## src/rtl/ram_stream_reader_pkg.sv

```systemverilog
// Shared definitions for the RAM-to-AXI4-Stream burst reader.
package ram_stream_reader_pkg;

   typedef enum logic [1:0] {
      IDLE   = 2'd0,
      RUN    = 2'd1,
      FINISH = 2'd2
   } state_t;

   localparam int FIFO_DEPTH = 2;
   localparam int OCC_BITS   = $clog2(FIFO_DEPTH + 1);

endpackage

```

## src/rtl/ram_stream_reader_if.sv

```systemverilog
// AXI4-Stream beat channel driven by the burst reader.
interface ram_stream_reader_if #(parameter int WIDTH = 8);
   logic [WIDTH-1:0] tdata;
   logic             tvalid;
   logic             tready;
   logic             tlast;

   modport master (output tdata, output tvalid, output tlast, input tready);
   modport slave  (input tdata, input tvalid, input tlast, output tready);
endinterface

```

## src/rtl/ram_stream_reader_stream_skid_fifo.sv

```systemverilog
// Two-entry register FIFO; head entry is presented directly as stream data.
module stream_skid_fifo
   import ram_stream_reader_pkg::*;
#(
   parameter int width = 8
) (
   input  logic                clk,
   input  logic                resetn,
   input  logic                wr_en,
   input  logic [width-1:0]    wr_data,
   input  logic                rd_en,
   output logic [width-1:0]    head,
   output logic [OCC_BITS-1:0] occ
);

   localparam logic [OCC_BITS-1:0] OCC_ONE  = OCC_BITS'(1);
   localparam logic [OCC_BITS-1:0] OCC_FULL = OCC_BITS'(FIFO_DEPTH);

   logic [width-1:0] tail;
   logic             do_rd;
   logic             do_wr;

   always_comb begin
      do_rd = rd_en && (occ != '0);
      do_wr = wr_en && ((occ != OCC_FULL) || do_rd);
   end

   always_ff @(posedge clk or negedge resetn) begin
      if (!resetn) begin
         head <= '0;
         tail <= '0;
         occ  <= '0;
      end else begin
         case ({do_wr, do_rd})
            2'b10: begin
               if (occ == '0) head <= wr_data;
               else           tail <= wr_data;
               occ <= occ + OCC_ONE;
            end
            2'b01: begin
               head <= tail;
               occ  <= occ - OCC_ONE;
            end
            2'b11: begin
               // simultaneous push/pop: occupancy unchanged, queue shifts
               if (occ == OCC_ONE) begin
                  head <= wr_data;
               end else begin
                  head <= tail;
                  tail <= wr_data;
               end
            end
            default: ;
         endcase
      end
   end

endmodule

```

## src/rtl/ram_stream_reader.sv

```systemverilog
// Reads count words from a 1-cycle-latency RAM and streams them out as one AXIS burst.
//   state  | meaning
//   IDLE   | waiting for start; captures base_address/count
//   RUN    | issuing RAM reads and streaming beats
//   FINISH | done pulse for one cycle, then back to IDLE
module ram_stream_reader
   import ram_stream_reader_pkg::*;
#(
   parameter int width      = 8,
   parameter int depth_bits = 2
) (
   input  logic                  clk,
   input  logic                  resetn,
   input  logic                  start,
   input  logic [depth_bits-1:0] base_address,
   input  logic [depth_bits:0]   count,
   output logic                  busy,
   output logic                  done,
   output logic                  read_en,
   output logic [depth_bits-1:0] read_address,
   input  logic [width-1:0]      read_data_in,
   ram_stream_reader_if.master   m_axis
);

   state_t                state;
   logic [depth_bits-1:0] addr;
   logic [depth_bits:0]   reads_left;
   logic [depth_bits:0]   beats;
   logic [depth_bits:0]   beats_inc;
   logic [depth_bits:0]   count_r;
   logic                  v1;
   logic [OCC_BITS-1:0]   occ;
   logic [width-1:0]      head;
   logic                  pop;
   logic [2:0]            projected;

   stream_skid_fifo #(.width(width)) u_fifo (
      .clk     (clk),
      .resetn  (resetn),
      .wr_en   (v1),
      .wr_data (read_data_in),
      .rd_en   (pop),
      .head    (head),
      .occ     (occ)
   );

   always_comb begin
      m_axis.tdata  = head;
      m_axis.tvalid = (occ != '0);
      beats_inc     = beats + 1'b1;
      m_axis.tlast  = m_axis.tvalid && (beats_inc == count_r);
      pop           = m_axis.tvalid && m_axis.tready;
      // words held or in flight after this cycle's pop must leave room for one more
      projected     = {1'b0, occ} + {2'b00, v1} - {2'b00, pop};
      read_en       = (state == RUN) && (reads_left != '0) && (projected <= 3'd1);
      read_address  = addr;
   end

   always_ff @(posedge clk or negedge resetn) begin
      if (!resetn) begin
         state      <= IDLE;
         addr       <= '0;
         reads_left <= '0;
         beats      <= '0;
         count_r    <= '0;
         v1         <= 1'b0;
         busy       <= 1'b0;
         done       <= 1'b0;
      end else begin
         v1   <= read_en;
         done <= 1'b0;
         if (read_en) begin
            addr       <= addr + 1'b1;
            reads_left <= reads_left - 1'b1;
         end
         if (pop) beats <= beats_inc;
         case (state)
            IDLE: begin
               if (start) begin
                  addr       <= base_address;
                  reads_left <= count;
                  count_r    <= count;
                  beats      <= '0;
                  if (count == '0) begin
                     state <= FINISH;
                     done  <= 1'b1;
                  end else begin
                     state <= RUN;
                     busy  <= 1'b1;
                  end
               end
            end
            RUN: begin
               if (pop && m_axis.tlast) begin
                  state <= FINISH;
                  done  <= 1'b1;
                  busy  <= 1'b0;
               end
            end
            FINISH:  state <= IDLE;
            default: state <= IDLE;
         endcase
      end
   end

endmodule

```

## src/flat_wrapper.sv

```systemverilog
// flat-port wrapper written by rule: the top's interface ports become plain ports
module ram_stream_reader_flat import ram_stream_reader_pkg::*;
#(
   parameter int width      = 8,
   parameter int depth_bits = 2
)
  (clk, resetn, start, base_address, count, busy, done, read_en, read_address, read_data_in, m_axis_tdata, m_axis_tvalid, m_axis_tlast, m_axis_tready);
  ram_stream_reader_if #(.WIDTH(8)) m_axis_i ();
  input  logic clk;
  input  logic resetn;
  input  logic start;
  input  logic [depth_bits-1:0] base_address;
  input  logic [depth_bits:0] count;
  output logic busy;
  output logic done;
  output logic read_en;
  output logic [depth_bits-1:0] read_address;
  input  logic [width-1:0] read_data_in;
  output wire logic [$bits(m_axis_i.tdata)-1:0] m_axis_tdata;
  output wire logic [$bits(m_axis_i.tvalid)-1:0] m_axis_tvalid;
  output wire logic [$bits(m_axis_i.tlast)-1:0] m_axis_tlast;
  input wire logic [$bits(m_axis_i.tready)-1:0] m_axis_tready;
  assign m_axis_tdata = m_axis_i.tdata;
  assign m_axis_tvalid = m_axis_i.tvalid;
  assign m_axis_tlast = m_axis_i.tlast;
  assign m_axis_i.tready = m_axis_tready;
  ram_stream_reader #(.width(width), .depth_bits(depth_bits)) u_core (.clk(clk), .resetn(resetn), .start(start), .base_address(base_address), .count(count), .busy(busy), .done(done), .read_en(read_en), .read_address(read_address), .read_data_in(read_data_in), .m_axis(m_axis_i));
endmodule
```

## config.mk

```make
export PLATFORM = sky130hd
export DESIGN_NAME = ram_stream_reader_flat
export DESIGN_NICKNAME = d
export VERILOG_FILES = /design/src/rtl/ram_stream_reader_pkg.sv /design/src/rtl/ram_stream_reader_if.sv /design/src/rtl/ram_stream_reader_stream_skid_fifo.sv /design/src/rtl/ram_stream_reader.sv /design/src/flat_wrapper.sv
export SDC_FILE = /design/constraint.sdc
export NUM_CORES = 1
export LEC_CHECK = 0
export ABC_AREA = 1
export ABC_CLOCK_PERIOD_IN_PS = 3000
export BUFFER_PORTS_ARGS = -buffer_cell sky130_fd_sc_hd__clkbuf_2
export CAP_MARGIN = 10
export CORE_MARGIN = 3
export CORE_UTILIZATION = 52
export CTS_BUF_LIST = sky130_fd_sc_hd__clkbuf_4
export CTS_CLUSTER_DIAMETER = 60
export DETAILED_ROUTE_END_ITERATION = 12
export PLACE_DENSITY_LB_ADDON = 0.05
export SETUP_SLACK_MARGIN = 0.3
export SLEW_MARGIN = 20
export SYNTH_ARGS = -nofsm -noshare
export SYNTH_HDL_FRONTEND = slang
export SYNTH_SLANG_ARGS = --single-unit
export TNS_END_PERCENT = 50
```

## constraint.sdc

```tcl
create_clock -name clk -period 3 [get_ports clk]
set_input_delay 0.45 -clock clk [delete_from_list [all_inputs] [get_ports clk]]
set_output_delay 0.45 -clock clk [all_outputs]
set_load 0.05 [all_outputs]
```

# Word level (Yosys, flattened, before mapping)
# Index checks and enable logic that the tools add are counted.
[word_totals]
elab_cells = 82
output_inout_bits = 15
regBits = 34
[classes]
eq_ne = 13
order_cmp = 1
n_reduce_logical = 22
n_mux = 28
addsub = 7
[ops]
columns = ["op", "count"]
rows = [
  ["2-to-1 mux 8 bit", 4],
  ["one-hot mux 8 bit (3 select lines)", 1],
  ["2-to-1 mux 3 bit", 6],
  ["one-hot mux 8 bit (2 select lines)", 1],
  ["!= test 2 bit (second input constant)", 7],
  ["2-to-1 mux 2 bit", 6],
  ["one-hot mux 2 bit (2 select lines)", 2],
  ["nonzero test 2 bit", 4],
  ["logical AND 1 bit", 7],
  ["equality test 2 x 1 -> 1 bit (second input constant)", 3],
  ["2-to-1 mux 1 bit", 6],
  ["AND reduction 2 bit", 3],
  ["nonzero test 3 bit", 2],
  ["adder 2 x 1 -> 2 bit (second input constant)", 2],
  ["equality test 2 bit (second input constant)", 2],
  ["logical NOT 2 bit", 2],
  ["one-hot mux 1 bit (2 select lines)", 2],
  ["AND reduction 4 bit", 1],
  ["adder 2 x 1 -> 3 bit", 1],
  ["adder 3 x 1 -> 3 bit (second input constant)", 1],
  ["equality test 3 bit", 1],
  ["less-or-equal comparator 3 x 1 -> 1 bit (second input constant)", 1],
  ["logical NOT 3 bit", 1],
  ["AND reduction 3 bit", 1],
  ["other kinds (4)", 4],
]

# Depth between registers and ports, before layout
# Gate-level depths: netlist of run 1.
[depth]
depth_word = 8
depth_mapped = 19
depth_no_buf = 18

# Hierarchy
# A second synthesis of run 1 with hierarchy kept.
[unflattened]
cells_unflattened = 279
hier_area_um2 = 2080.7
[modules_own_cells]
columns = ["mod", "cells_per_inst", "area_per_inst_um2", "n_inst"]
rows = [
  ["stream_skid_fifo", 163, 1153.6, 1],
  ["ram_stream_reader", 116, 927.1, 1],
]

# Worst setup path after synthesis of run 1
# Ideal clock, no wire load.
[synth_path]
kind = "flip-flop to output port"
from = "register u_core.u_fifo.occ[1]"
to = "output port read_en"
setup_slack_ns = -0.525
stages_incl_launch_ff = 16
arrival_ns = 3.075
required_time_ns = 2.550
path_cell_list = "dfrtp_1 -> inv_1 -> ha_1 -> inv_2 -> nand2_4 -> inv_1 -> buf_2 -> ha_1 -> inv_1 -> ha_1 -> inv_1 -> fa_1 -> inv_1 -> nor3_1 -> nand2_1 -> inv_1"
[synth_between]
elab_chain_cells = 5
elab_cells_between_ends = 6
classes_between = "2 x add/sub; 1 x order compare; 3 x reduce/logical"
[synth_lines]
columns = ["element", "line", "text"]
rows = [
  ["start: declaration", "ram_stream_reader_stream_skid_fifo.sv:13", "output logic [OCC_BITS-1:0] occ"],
  ["start signal: assignment", "ram_stream_reader_stream_skid_fifo.sv:38", "occ <= occ + OCC_ONE;"],
  ["start signal: assignment", "ram_stream_reader_stream_skid_fifo.sv:42", "occ <= occ - OCC_ONE;"],
  ["nonzero test 2 bit", "ram_stream_reader.sv:49", "m_axis.tvalid = (occ != '0);"],
  ["net m_axis_tvalid", "flat_wrapper.sv:20", "output wire logic [$bits(m_axis_i.tvalid)-1:0] m_axis_tvalid;"],
  ["logical AND 1 bit", "ram_stream_reader.sv:52", "pop = m_axis.tvalid && m_axis.tready;"],
  ["subtractor 3 x 1 -> 3 bit", "ram_stream_reader.sv:54", "projected = {1'b0, occ} + {2'b00, v1} - {2'b00, pop};"],
  ["less-or-equal comparator 3 x 1 -> 1 bit", "ram_stream_reader.sv:55", "read_en = (state == RUN) && (reads_left != '0) && (projected <= 3'd1);"],
  ["logical AND 1 bit", "ram_stream_reader.sv:55", ""],
  ["end: declaration", "flat_wrapper.sv:16", "output logic read_en;"],
]
# The timed path passes the listed nets, and every way through them passes these cells.

# Final worst setup path of run 1
[layout_path]
from = "register u_core.u_fifo.occ[0]"
to = "output port read_en"
[layout_between]
elab_chain_cells = 5
elab_cells_between_ends = 6
classes_between = "2 x add/sub; 1 x order compare; 3 x reduce/logical"
[layout_lines]
columns = ["element", "line"]
rows = [
  ["parallel branches: the longest is 2 deep, another holds adder 2 x 1 -> 3 bit", "n/a"],
  ["subtractor 3 x 1 -> 3 bit (*)", "ram_stream_reader.sv:54"],
  ["less-or-equal comparator 3 x 1 -> 1 bit (*)", "ram_stream_reader.sv:55"],
  ["logical AND 1 bit (*)", "ram_stream_reader.sv:55"],
]
# Every way passes the cells marked *.

==> results_tabular.tex, run 1 <==
\begin{tabular}{lr}
\hline
Metric & Value \\
\hline
\multicolumn{2}{l}{\textbf{Yosys}} \\
\quad Library cells used by synthesis & 25 \\
\quad Net count after synthesis & 250 \\
\quad Synth Register Bits & 34 \\
\quad Average cell area after synthesis & 8.180 sq um \\
\quad Post-synthesis sequential area ratio & 46.64\% \\
\quad Netlist area before placement & approximately 0.0018 sq mm \\
\quad Synthesized instance count & 223 \\
\quad Yosys warning total & 0 \\
\multicolumn{2}{l}{\textbf{Pwr}} \\
\quad Pwr Density & 1247 mW/mm\^{}2 \\
\quad Total leakage power & 1.223 nW \\
\quad Relative contribution of sequential cells to total power & 28.1\% \\
\quad Pint & around 1.4 mW \\
\quad Net switching power of the design & about 1.4 mW \\
\quad Clock power share & 9.0\% \\
\quad PnR Total Power & 2.811 mW \\
\quad Worst VDD drop & 0.6397 mV \\
\quad Switching share of power & 49.28\% \\
\quad Combinational share of power & between 60\% and 70\% \\
\multicolumn{2}{l}{\textbf{GRT}} \\
\quad Vias in the first global route & 1549 \\
\quad Total routing resource utilization after global routing & 20.30\% \\
\quad Largest net degree at the start of global routing & 35 \\
\quad Remaining global-route overflow & 0 \\
\quad Initial antenna violation count & 0 \\
\quad Global-route wire length before repair & 6672 um \\
\multicolumn{2}{l}{\textbf{Die}} \\
\quad Top-level port count & 32 \\
\quad Total number of placement rows & 20 \\
\quad Core area & 0.003203 sq mm \\
\quad Height of the die & between 60 and 70 um \\
\quad Die footprint & between 0.004 and 0.005 sq mm \\
\quad Effective utilization at floorplan & 56.95\% \\
\quad Die Width & 65.23 um \\
\multicolumn{2}{l}{\textbf{CTS}} \\
\quad Clock tree from TritonCTS & built \\
\quad Htree depth & 2 \\
\quad Clock root buffer & clkbuf\_4 \\
\quad Cts-stage hold buffer count & 0 \\
\quad CTS clk-pin slew, worst paths & 110 ps \\
\quad Number of clock sinks seen by CTS & 34 \\
\quad Clk\_lat worst skew & between 300 and 400 ps \\
\quad Number of buffers created by CTS & 5 \\
\quad Maximum count of clock buffers along a single path & 2 \\
\multicolumn{2}{l}{\textbf{Final layout}} \\
\quad Fraction of layout instances using a drive strength above 1 & about a quarter \\
\quad Final net count & 297 \\
\quad Utilization after layout & 70.35\% \\
\quad Area growth from synthesis to layout & 23.53\% \\
\quad Final design area excluding fillers & roughly 0.0023 sq mm \\
\quad Number of antenna cells inserted & 0 \\
\multicolumn{2}{l}{\textbf{Drt}} \\
\quad Initial DRC count & 85 \\
\quad Length of the first detailed-routing pass in iterations & 4 \\
\quad Wire length reported by the detailed router & 3792 um \\
\quad Vias per inst & slightly below 5 \\
\quad Post-detailed-route count of antenna-violating nets & 0 \\
\quad Total via count after detailed routing & roughly 1600 \\
\quad DRC violations left & 0 \\
\quad WL per Instance & 12.04 um \\
\multicolumn{2}{l}{\textbf{STA}} \\
\quad Final Slew Violations & 0 \\
\quad Achievable Freq & 323.7 MHz \\
\quad Total count of hold-check failures in the final report & 0 \\
\quad Summed negative setup slack over all endpoints & -89.49 ps \\
\quad Worst rel slew slack & 44.04\% \\
\quad Unrepaired setup endpoints after global routing & true \\
\quad Portion of the clock cycle consumed by the worst path in the final layout & 103.0\% \\
\quad Largest clock skew in the final design & 8.055 ps \\
\quad Measured slew at the worst slew-check pin & 839.4 ps \\
\quad Fin worst setup slack & -89.49 ps \\
\quad Time the final worst path needs with I/O delays and setup & 3089 ps \\
\quad Setup-failing EPs final & 1 \\
\multicolumn{2}{l}{\textbf{Run status}} \\
\quad Failing checks & negative setup slack \\
\quad Run status & finished, violations left \\
\multicolumn{2}{l}{\textbf{Setup path}} \\
\quad FF-to-FF path depth & 18 \\
\quad Critical path data required time & 2550 ps \\
\quad CP Cell Sequence & inv\_2 -> ha\_4 -> inv\_8 -> nand2\_8 -> inv\_6 -> ha\_4 -> inv\_2 -> ha\_4 -> inv\_2 -> fa\_1 -> inv\_2 -> nor3\_4 -> nand2\_2 -> clkinvlp\_4 -> clkbuf\_16 \\
\quad Arrival time reported for the critical path endpoint & approximately 2600 ps \\
\quad Kind of start point of the critical path & register \\
\quad Cell type group with the largest total delay on the critical path & adder cells \\
\quad Crit path depth & 15 \\
\quad Startpoint of the most critical register-to-register path & u\_core.u\_fifo.occ[0]\$\_DFFE\_PN0P\_ \\
\quad CP max stage cell & fa\_1 \\
\quad Kind of critical path & register to output port \\
\quad Buffers \& Inverters on Critical Path & 8 \\
\quad Reg-to-reg setup timing slack & 440 ps \\
\quad R2r endpoint & u\_core.read\_address[1]\$\_DFF\_PN0\_ \\
\quad Maximum fanout encountered on the critical timing path & 2 \\
\quad Setup crit end kind & output port \\
\quad Dominant cell type by count on the critical path & inv\_2 \\
\quad Maximum single-stage delay on the critical path & 500 ps \\
\multicolumn{2}{l}{\textbf{Hold path}} \\
\quad Min-delay worst type & primary input to asynchronous set/reset pin \\
\multicolumn{2}{l}{\textbf{Placement}} \\
\quad Area of placed instances & 0.002103 sq mm \\
\quad PortBufs & 31 \\
\quad Routability congestion estimate from global placement & about 0.85 \\
\quad Sum of net half-perimeters after detailed placement & 2669 um \\
\multicolumn{2}{l}{\textbf{Run}} \\
\quad Max cap viols & 0 \\
\hline
\end{tabular}
[per-stage QoR]
step	setup WS, ps	std cells	hold slack (ps)
2_1_floorplan	10.78	223	154.4
3_3_place_gp	163.3	298	460.3
3_5_place_dp	92.66	298	464.2
4_1_cts	-52.30	313	212.8
5_1_grt	-202.3	315	246.1
6_report	-89.49	315	180.7
[registers in the layout, indices dropped and copies added, names as in the netlist]
| signal | cells |
|---|---|
| u_core.read_address | 2 |
| u_core.u_fifo.tail | 8 |
| u_core.done | 1 |
| u_core.u_fifo.head | 8 |
| u_core.count_r | 3 |
| u_core.busy | 1 |
| u_core.v1 | 1 |
| u_core.u_fifo.occ | 2 |
| u_core.reads_left | 3 |
| u_core.beats | 3 |
| u_core.state | 2 |
[timing repair]
action / 4_1_cts / 5_1_grt
setup buffers: 7 / 2
gates resized for setup: 3 / 4
pin swaps: 5 / 1
endpoints found under the setup margin: 1 / 2
[synthesized netlist by cell type, drive strengths merged]
cell    number  share of area (%)
a31oi        1               0.34
dfrtp       34                 47
clkbuf       1               0.21
o22ai        2               0.69
a21oi        6                1.6
nor2         7                1.4
nand3b       1                1.1
o21ai       27                7.6
xor2         2               0.96
nor3         1               0.27
buf          4                1.8
nand3       24                6.6
ha           9                6.2
inv         37                7.6
nand2       61                 14
xnor2        2               0.96
and2         1               0.34
fa           1                1.1
or2          2               0.69
[metal layers]
layer / GRT usage [%] / routed length (um)
met3: 5.128 / 203
met5: 0 / 0
met2: 32.36 / 1795
met1: 26.30 / 1755
met4: 8.290 / 38
[final cells by class]
cell class	count	area, sq um
clock buffer	5	37.54
clock inverter	3	16.27
fill	290	949.7
inverter	37	155.1
multi-input combinational	147	858.3
sequential	34	850.8
tap	44	55.05
timing repair buffer	45	280.3
[how the worst max path moves through the flow]
stage | slack (ps) | start | end
floorplan | 10 | u_core.u_fifo.occ[0]$_DFFE_PN0P_ | read_en
global placement | 160 | u_core.u_fifo.occ[1]$_DFFE_PN0P_ | read_en
detailed placement | 90 | u_core.u_fifo.occ[1]$_DFFE_PN0P_ | read_en
CTS | -50 | u_core.u_fifo.occ[0]$_DFFE_PN0P_ | read_en
global route | -200 | u_core.u_fifo.occ[0]$_DFFE_PN0P_ | read_en
finish | -90 | u_core.u_fifo.occ[0]$_DFFE_PN0P_ | read_en
[cell families after synthesis]
family	synth area share, %
AND/OR/NAND/NOR	24.28
AO/OA/AOI/OAI	10.29
XOR/XNOR	1.921
buffers and inverters	9.602
adder cells (fa/ha/maj)	7.270
flip-flops	46.64
[cells in the final DEF (no fill, tap or decap)]
cell type	netlist	layout
xor2_1	2	2
a21oi_1	6	6
nand2_8	1	2
buf_4	0	14
o21ai_2	1	1
fa_1	1	1
xnor2_1	2	2
and2_1	1	1
nand3_1	24	24
nor3_4	0	1
inv_6	0	1
clkinv_1	0	1
clkinv_2	0	1
nand2_1	59	58
or2_0	1	1
o21ai_1	0	1
or2_1	1	1
clkbuf_4	0	5
dfrtp_1	34	34
nand2_2	0	1
o21ai_0	26	25
a31oi_1	1	1
ha_4	0	3
clkinvlp_4	0	2
inv_2	1	5
inv_8	0	1
o22ai_1	2	2
clkbuf_16	0	1
nand3b_4	1	1
ha_1	9	6
nor2_1	7	7
inv_1	36	29
clkbuf_2	0	30
[power groups by stage]
stage / sequential (mW) / clock, mW / combinational, mW
after detailed placement: 0.799 / 0 / 1.55
after global routing: 0.820 / 0.268 / 1.96
final: 0.790 / 0.253 / 1.77
after CTS: 0.789 / 0.260 / 1.69
after floorplan: 1.03 / 0 / 0.966
after global placement: 0.793 / 0 / 1.52
(Power assumes the default switching activity.)
==> inputs of run 2 (changes only) <==
Settings changed: CELL_PAD_IN_SITES_DETAIL_PLACEMENT set to 1, CELL_PAD_IN_SITES_GLOBAL_PLACEMENT set to 2, CORE_ASPECT_RATIO set to 2, CORE_UTILIZATION 52 to 30.
==> results_tabular.tex, run 2 (synthesis results as in run 1) <==
\begin{tabular}{lr}
\hline
Metric & Value \\
\hline
\multicolumn{2}{l}{\textbf{Drt}} \\
\quad Vias per inst & $\sim$4.8 \\
\quad Length of the first detailed-routing pass in iterations & 4 \\
\quad DRC violations left & 0 \\
\quad WL per Instance & 14.49 um \\
\quad Total via count after detailed routing & 1564 \\
\quad Initial DRC count & 40 \\
\quad Wire length reported by the detailed router & 4754 um \\
\quad Post-detailed-route count of antenna-violating nets & 0 \\
\multicolumn{2}{l}{\textbf{Placement}} \\
\quad Cell count after placement & 316 \\
\quad PortBufs & 31 \\
\quad Routability congestion estimate from global placement & around 0.73 \\
\quad Sum of net half-perimeters after detailed placement & 3574 um \\
\quad Area of placed instances & 0.002132 sq mm \\
\multicolumn{2}{l}{\textbf{Setup path}} \\
\quad Startpoint of the most critical register-to-register path & u\_core.u\_fifo.occ[1]\$\_DFFE\_PN0P\_ \\
\quad Arrival time reported for the critical path endpoint & approximately 2700 ps \\
\quad Maximum fanout encountered on the critical timing path & 2 \\
\quad FF-to-FF path depth & 20 \\
\quad Reg-to-reg setup timing slack & 260 ps \\
\quad R2r endpoint & u\_core.read\_address[1]\$\_DFF\_PN0\_ \\
\quad CP Cell Sequence & inv\_2 -> ha\_4 -> inv\_8 -> nand2\_8 -> inv\_6 -> ha\_4 -> inv\_2 -> ha\_4 -> inv\_2 -> fa\_1 -> inv\_2 -> nor3\_4 -> nand2\_2 -> clkinvlp\_4 -> clkbuf\_16 \\
\quad Maximum single-stage delay on the critical path & 480 ps \\
\quad CP max stage cell & fa\_1 \\
\quad Dominant cell type by count on the critical path & inv\_2 \\
\quad Kind of critical path & register to output port \\
\quad Cell type group with the largest total delay on the critical path & adder cells \\
\quad Kind of start point of the critical path & register \\
\quad Critical path data required time & 2550 ps \\
\quad Setup crit end kind & output port \\
\quad Buffers \& Inverters on Critical Path & 8 \\
\multicolumn{2}{l}{\textbf{CTS}} \\
\quad Clock root buffer & clkbuf\_4 \\
\quad Maximum count of clock buffers along a single path & 2 \\
\quad Number of buffers created by CTS & 5 \\
\quad Clk\_lat worst skew & $\sim$360 ps \\
\quad Htree depth & 2 \\
\quad CTS clk-pin slew, worst paths & 100 ps \\
\quad Clock tree from TritonCTS & built \\
\quad Number of clock sinks seen by CTS & 34 \\
\multicolumn{2}{l}{\textbf{Final layout}} \\
\quad Storage cell area & 850.8 sq um \\
\quad Area of the multi-input gates & approximately 890 sq um \\
\quad Biggest registers after layout & u\_core.u\_fifo.head x8, u\_core.u\_fifo.tail x8 \\
\quad Final design area excluding fillers & 0.002292 sq mm \\
\quad Fraction of layout instances using a drive strength above 1 & 27.72\% \\
\quad Most common library cell in the layout ignoring fill and taps & nand2\_1 \\
\quad Final net count & 294 \\
\quad Number of filler instances in the final layout & 719 \\
\quad Non-filler cells in the finished layout & 328 \\
\quad Number of antenna cells inserted & 0 \\
\quad Area growth from synthesis to layout & 25.65\% \\
\quad Commonest non-fill, non-tap cells in the layout & 55 x nand2\_1, 34 x dfrtp\_1, 30 x clkbuf\_2 \\
\multicolumn{2}{l}{\textbf{STA}} \\
\quad Time the final worst path needs with I/O delays and setup & 3095 ps \\
\quad Fin worst setup slack & -95.17 ps \\
\quad Measured slew at the worst slew-check pin & 896.0 ps \\
\quad Total count of hold-check failures in the final report & 0 \\
\quad Setup-failing EPs final & 1 \\
\quad Worst rel slew slack & 40.26\% \\
\quad Final Slew Violations & 0 \\
\quad Summed negative setup slack over all endpoints & -95.17 ps \\
\quad Achievable Freq & approximately 320 MHz \\
\quad Unrepaired setup endpoints after global routing & true \\
\quad Worst hold slack after final layout & between 150 and 200 ps \\
\quad Portion of the clock cycle consumed by the worst path in the final layout & 103.2\% \\
\quad Largest clock skew in the final design & 9.220 ps \\
\multicolumn{2}{l}{\textbf{Die}} \\
\quad Core area & slightly below 0.006 sq mm \\
\quad Height of the die & 116.3 um \\
\quad Total number of placement rows & 39 \\
\quad Top-level port count & 32 \\
\quad Die Width & between 60 and 70 um \\
\quad Effective utilization at floorplan & 31.42\% \\
\quad Die footprint & 0.007109 sq mm \\
\multicolumn{2}{l}{\textbf{Run status}} \\
\quad Failing checks & negative setup slack \\
\quad Run status & finished, violations left \\
\multicolumn{2}{l}{\textbf{Run}} \\
\quad Max cap viols & 0 \\
\multicolumn{2}{l}{\textbf{GRT}} \\
\quad Initial antenna violation count & 0 \\
\quad Total routing resource utilization after global routing & 15.28\% \\
\quad Remaining global-route overflow & 0 \\
\quad Largest net degree at the start of global routing & 35 \\
\quad Vias in the first global route & about 1700 \\
\quad Global-route wire length before repair & 7831 um \\
\multicolumn{2}{l}{\textbf{Hold path}} \\
\quad Min-delay worst type & primary input to asynchronous set/reset pin \\
\multicolumn{2}{l}{\textbf{Pwr}} \\
\quad Pwr Density & between 1000 and 1500 mW/mm\^{}2 \\
\quad Worst VDD drop & 0.7354 mV \\
\quad Total leakage power & 1.231 nW \\
\quad PnR Total Power & 2.880 mW \\
\hline
\end{tabular}
## run 2: changes by cell type in the layout (fill, tap and decap cells not counted), moves of 2 or more
| cell | delta |
|---|---|
| buf_4 | -5 |
| nand2_1 | -3 |
| nand2_2 | +3 |
| nand3_1 | -3 |
| nand3_2 | +3 |
| buf_6 | +2 |
| clkbuf_4 | +2 |
## run 2: repair_timing
action	4_1_cts	5_1_grt
gates resized for setup	3	15
hold buffers	0	0
hold endpoints to repair	0	0
setup endpoints to repair	1	6
buffers inserted	4	1
pin swaps	6	6
## run 2: report_power, final
part | total, mW | switching, mW | internal (mW)
Combinational | 1.82 | 1.14 | 0.675
Clock | 0.268 | 0.161 | 0.106
Sequential | 0.794 | 0.123 | 0.671
Total | 2.88 | 1.43 | 1.45
## run 2: per-layer routing
layer  global-route usage [%]  part of all wire (%)  vias up
met5                        0                     0        -
met4                    7.959                   3.0        0
met3                    3.872                   3.3        9
met2                    27.65                    58       30
met1                    15.15                    36      738
li1                         -                     -      787
## run 2: final cells by class
| class | count | area share, % |
|---|---|---|
| inverter | 37 | 6.769 |
| tap | 61 | 3.330 |
| clock buffer | 7 | 2.293 |
| multi-input combinational | 147 | 38.92 |
| timing repair buffer | 42 | 11.57 |
| sequential | 34 | 37.12 |
## run 2: worst max path at each step
stage                                     startpoint      end  slack, ps  cells after the start
global placement    u_core.u_fifo.occ[1]$_DFFE_PN0P_  read_en        140                     15
global route        u_core.u_fifo.occ[1]$_DFFE_PN0P_  read_en       -230                     15
detailed placement  u_core.u_fifo.occ[1]$_DFFE_PN0P_  read_en        120                     15
finish              u_core.u_fifo.occ[1]$_DFFE_PN0P_  read_en       -100                     15
floorplan           u_core.u_fifo.occ[0]$_DFFE_PN0P_  read_en         10                     15
CTS                 u_core.u_fifo.occ[0]$_DFFE_PN0P_  read_en        -90                     15
## run 2: through the flow
step / util [%] / worst slack [ps]
6_report: 39.47 / -95.17
4_1_cts: 38.48 / -89.55
3_3_place_gp: 36.72 / 143.3
5_1_grt: 39.47 / -231.8
2_1_floorplan: - / 10.78
3_5_place_dp: 36.72 / 121.9
==> inputs of run 3 (changes only) <==
Settings changed: MAX_ROUTING_LAYER set to met4, PLACE_DENSITY set to 0.89, PLACE_DENSITY_LB_ADDON 0.05 to not set.
==> results_tabular.tex, run 3 (synthesis results as in run 1) <==
\begin{tabular}{lr}
\hline
Metric & Value \\
\hline
\multicolumn{2}{l}{\textbf{Setup path}} \\
\quad Setup crit end kind & output port \\
\quad Reg-to-reg setup timing slack & roughly 220 ps \\
\quad Arrival time reported for the critical path endpoint & 2630 ps \\
\quad FF-to-FF path depth & 20 \\
\quad Maximum fanout encountered on the critical timing path & 2 \\
\quad Critical path data required time & $\sim$2600 ps \\
\quad Startpoint of the most critical register-to-register path & u\_core.u\_fifo.occ[1]\$\_DFFE\_PN0P\_ \\
\quad Kind of start point of the critical path & register \\
\quad R2r endpoint & u\_core.read\_address[1]\$\_DFF\_PN0\_ \\
\quad Kind of critical path & register to output port \\
\multicolumn{2}{l}{\textbf{STA}} \\
\quad Summed negative setup slack over all endpoints & -84.36 ps \\
\quad Worst hold slack after final layout & 213.7 ps \\
\quad Worst rel slew slack & 39.78\% \\
\quad Time the final worst path needs with I/O delays and setup & 3084 ps \\
\quad Measured slew at the worst slew-check pin & around 900 ps \\
\quad Final Slew Violations & 0 \\
\quad Achievable Freq & 324.2 MHz \\
\quad Total count of hold-check failures in the final report & 0 \\
\quad Unrepaired setup endpoints after global routing & true \\
\quad Largest clock skew in the final design & 8.061 ps \\
\quad Portion of the clock cycle consumed by the worst path in the final layout & 102.8\% \\
\quad Fin worst setup slack & -84.36 ps \\
\quad Setup-failing EPs final & 1 \\
\multicolumn{2}{l}{\textbf{GRT}} \\
\quad Global-route wire length before repair & around 7600 um \\
\quad Met1 track demand over resource & 13.92\% \\
\quad Met2 Track Usage GR & a little over a quarter \\
\quad Remaining global-route overflow & 0 \\
\quad Vias in the first global route & 1709 \\
\quad Initial antenna violation count & 0 \\
\quad Global-route track usage on met3 & around 3\% \\
\quad Total routing resource utilization after global routing & 14.75\% \\
\quad Largest net degree at the start of global routing & 35 \\
\quad Global routing's busiest layer & met2 \\
\multicolumn{2}{l}{\textbf{Pwr}} \\
\quad Switching share of power & 47.61\% \\
\quad Net switching power of the design & 1.388 mW \\
\quad Pwr Density & between 1000 and 1500 mW/mm\^{}2 \\
\quad Clock power share & 11.3\% \\
\quad Total leakage power & about 1.2 nW \\
\quad Combinational share of power & 61.6\% \\
\quad Relative contribution of sequential cells to total power & 27.1\% \\
\quad Pint & between 1.5 and 2 mW \\
\quad Worst VDD drop & 0.7864 mV \\
\multicolumn{2}{l}{\textbf{Final layout}} \\
\quad Final net count & 299 \\
\quad Commonest non-fill, non-tap cells in the layout & 58 x nand2\_1, 34 x dfrtp\_1, 30 x inv\_1, 30 x clkbuf\_2 \\
\quad Fraction of layout instances using a drive strength above 1 & between 20 and 30\% \\
\quad Final design area excluding fillers & about 0.0023 sq mm \\
\quad Number of antenna cells inserted & 0 \\
\quad Number of filler instances in the final layout & 708 \\
\quad Area growth from synthesis to layout & 26.34\% \\
\quad Biggest registers after layout & u\_core.u\_fifo.head x8, u\_core.u\_fifo.tail x8 \\
\quad Most common library cell in the layout ignoring fill and taps & nand2\_1 \\
\quad Non-filler cells in the finished layout & 333 \\
\multicolumn{2}{l}{\textbf{Drt}} \\
\quad Vias per inst & 4.763 \\
\quad WL per Instance & 13.54 um \\
\quad DRC violations left & 0 \\
\quad Wire length reported by the detailed router & 4508 um \\
\quad Total via count after detailed routing & 1586 \\
\quad Length of the first detailed-routing pass in iterations & 4 \\
\quad Initial DRC count & 38 \\
\quad Post-detailed-route count of antenna-violating nets & 0 \\
\multicolumn{2}{l}{\textbf{Placement}} \\
\quad Sum of net half-perimeters after detailed placement & 3374 um \\
\quad Cell count after placement & 316 \\
\quad Area of placed instances & 0.002147 sq mm \\
\quad Routability congestion estimate from global placement & 0.7683 \\
\quad PortBufs & 31 \\
\multicolumn{2}{l}{\textbf{CTS}} \\
\quad Maximum count of clock buffers along a single path & 2 \\
\quad Number of clock sinks seen by CTS & 34 \\
\quad Cts-stage hold buffer count & 0 \\
\quad Clock root buffer & clkbuf\_4 \\
\quad Clock tree from TritonCTS & built \\
\quad Htree depth & 2 \\
\quad CTS clk-pin slew, worst paths & between 100 and 150 ps \\
\quad Number of buffers created by CTS & 5 \\
\quad Clk\_lat worst skew & 340 ps \\
\multicolumn{2}{l}{\textbf{Hold path}} \\
\quad Min-delay worst type & primary input to asynchronous set/reset pin \\
\multicolumn{2}{l}{\textbf{Die}} \\
\quad Effective utilization at floorplan & 31.42\% \\
\quad Total number of placement rows & 39 \\
\quad Die Width & slightly above 60 um \\
\quad Die footprint & 0.007109 sq mm \\
\quad Top-level port count & 32 \\
\quad Core area & 0.005807 sq mm \\
\quad Height of the die & 116.3 um \\
\multicolumn{2}{l}{\textbf{Run status}} \\
\quad Failing checks & negative setup slack \\
\quad Run status & finished, violations left \\
\multicolumn{2}{l}{\textbf{Run}} \\
\quad Max cap viols & 0 \\
\hline
\end{tabular}
==> run 3: metal layers <==
metal,vias to the layer above,part of all wire (%),wire length [um]
li1,800,-,-
met1,754,36,1619
met2,27,58,2631
met3,5,3.7,169
met4,0,1.9,87
met5,-,0,0
==> run 3: repair_timing <==
| item | 4_1_cts | 5_1_grt |
|---|---|---|
| buffers inserted | 7 | 3 |
| setup endpoints to repair | 2 | 4 |
| pin swaps | 5 | 7 |
| gates resized for setup | 0 | 5 |
==> run 3: final cells by class <==
| class | count | area (sq um) | share of cell area (%) |
|---|---|---|---|
| clock buffers | 5 | 37.54 | 1.629 |
| clock inverters | 2 | 33.78 | 1.466 |
| inverters | 37 | 152.6 | 6.623 |
| multi-input cells | 147 | 855.8 | 37.13 |
| flip-flops and latches | 34 | 850.8 | 36.92 |
| well taps | 61 | 76.32 | 3.312 |
| repair buffers | 47 | 297.8 | 12.92 |
==> run 3: worst max path at each step <==
stage,startpoint,to,cells after the start
after floorplan,u_core.u_fifo.occ[0]$_DFFE_PN0P_,read_en,15
after global placement,u_core.u_fifo.occ[1]$_DFFE_PN0P_,read_en,15
after detailed placement,u_core.u_fifo.occ[1]$_DFFE_PN0P_,read_en,15
after CTS,u_core.u_fifo.occ[0]$_DFFE_PN0P_,read_en,15
after global routing,u_core.u_fifo.occ[0]$_DFFE_PN0P_,read_en,15
final,u_core.u_fifo.occ[1]$_DFFE_PN0P_,read_en,15
==> run 3: power groups by stage <==
stage | registers (mW) | clock network (mW) | logic, mW
final | 0.789 | 0.331 | 1.79
after global routing | 0.820 | 0.354 | 2.02
after CTS | 0.792 | 0.342 | 1.73
after detailed placement | 0.809 | 0 | 1.61
after global placement | 0.800 | 0 | 1.57
after floorplan | 1.03 | 0 | 0.966
==> run 3: worst max-delay path, cell delays in order, from the launching register on <==
cell,delay (ps)
dfrtp_1,400
inv_2,80
ha_4,160
inv_8,40
nand2_8,60
inv_4,40
ha_4,200
inv_2,60
ha_4,110
inv_2,30
fa_1,470
inv_1,50
nor3_2,240
nand2_2,110
clkinvlp_4,110
buf_12,130
==> run 3: metrics by stage <==
| step | setup slack (ps) | util, % | total power [mW] |
|---|---|---|---|
| 3_5_place_dp | 165.5 | 36.97 | 2.422 |
| 6_report | -84.36 | 39.69 | 2.915 |
| 3_3_place_gp | 211.6 | 36.97 | 2.371 |
| 5_1_grt | -183.2 | 39.69 | 3.193 |
| 2_1_floorplan | 10.78 | - | 1.999 |
| 4_1_cts | -48.11 | 39.11 | 2.860 |
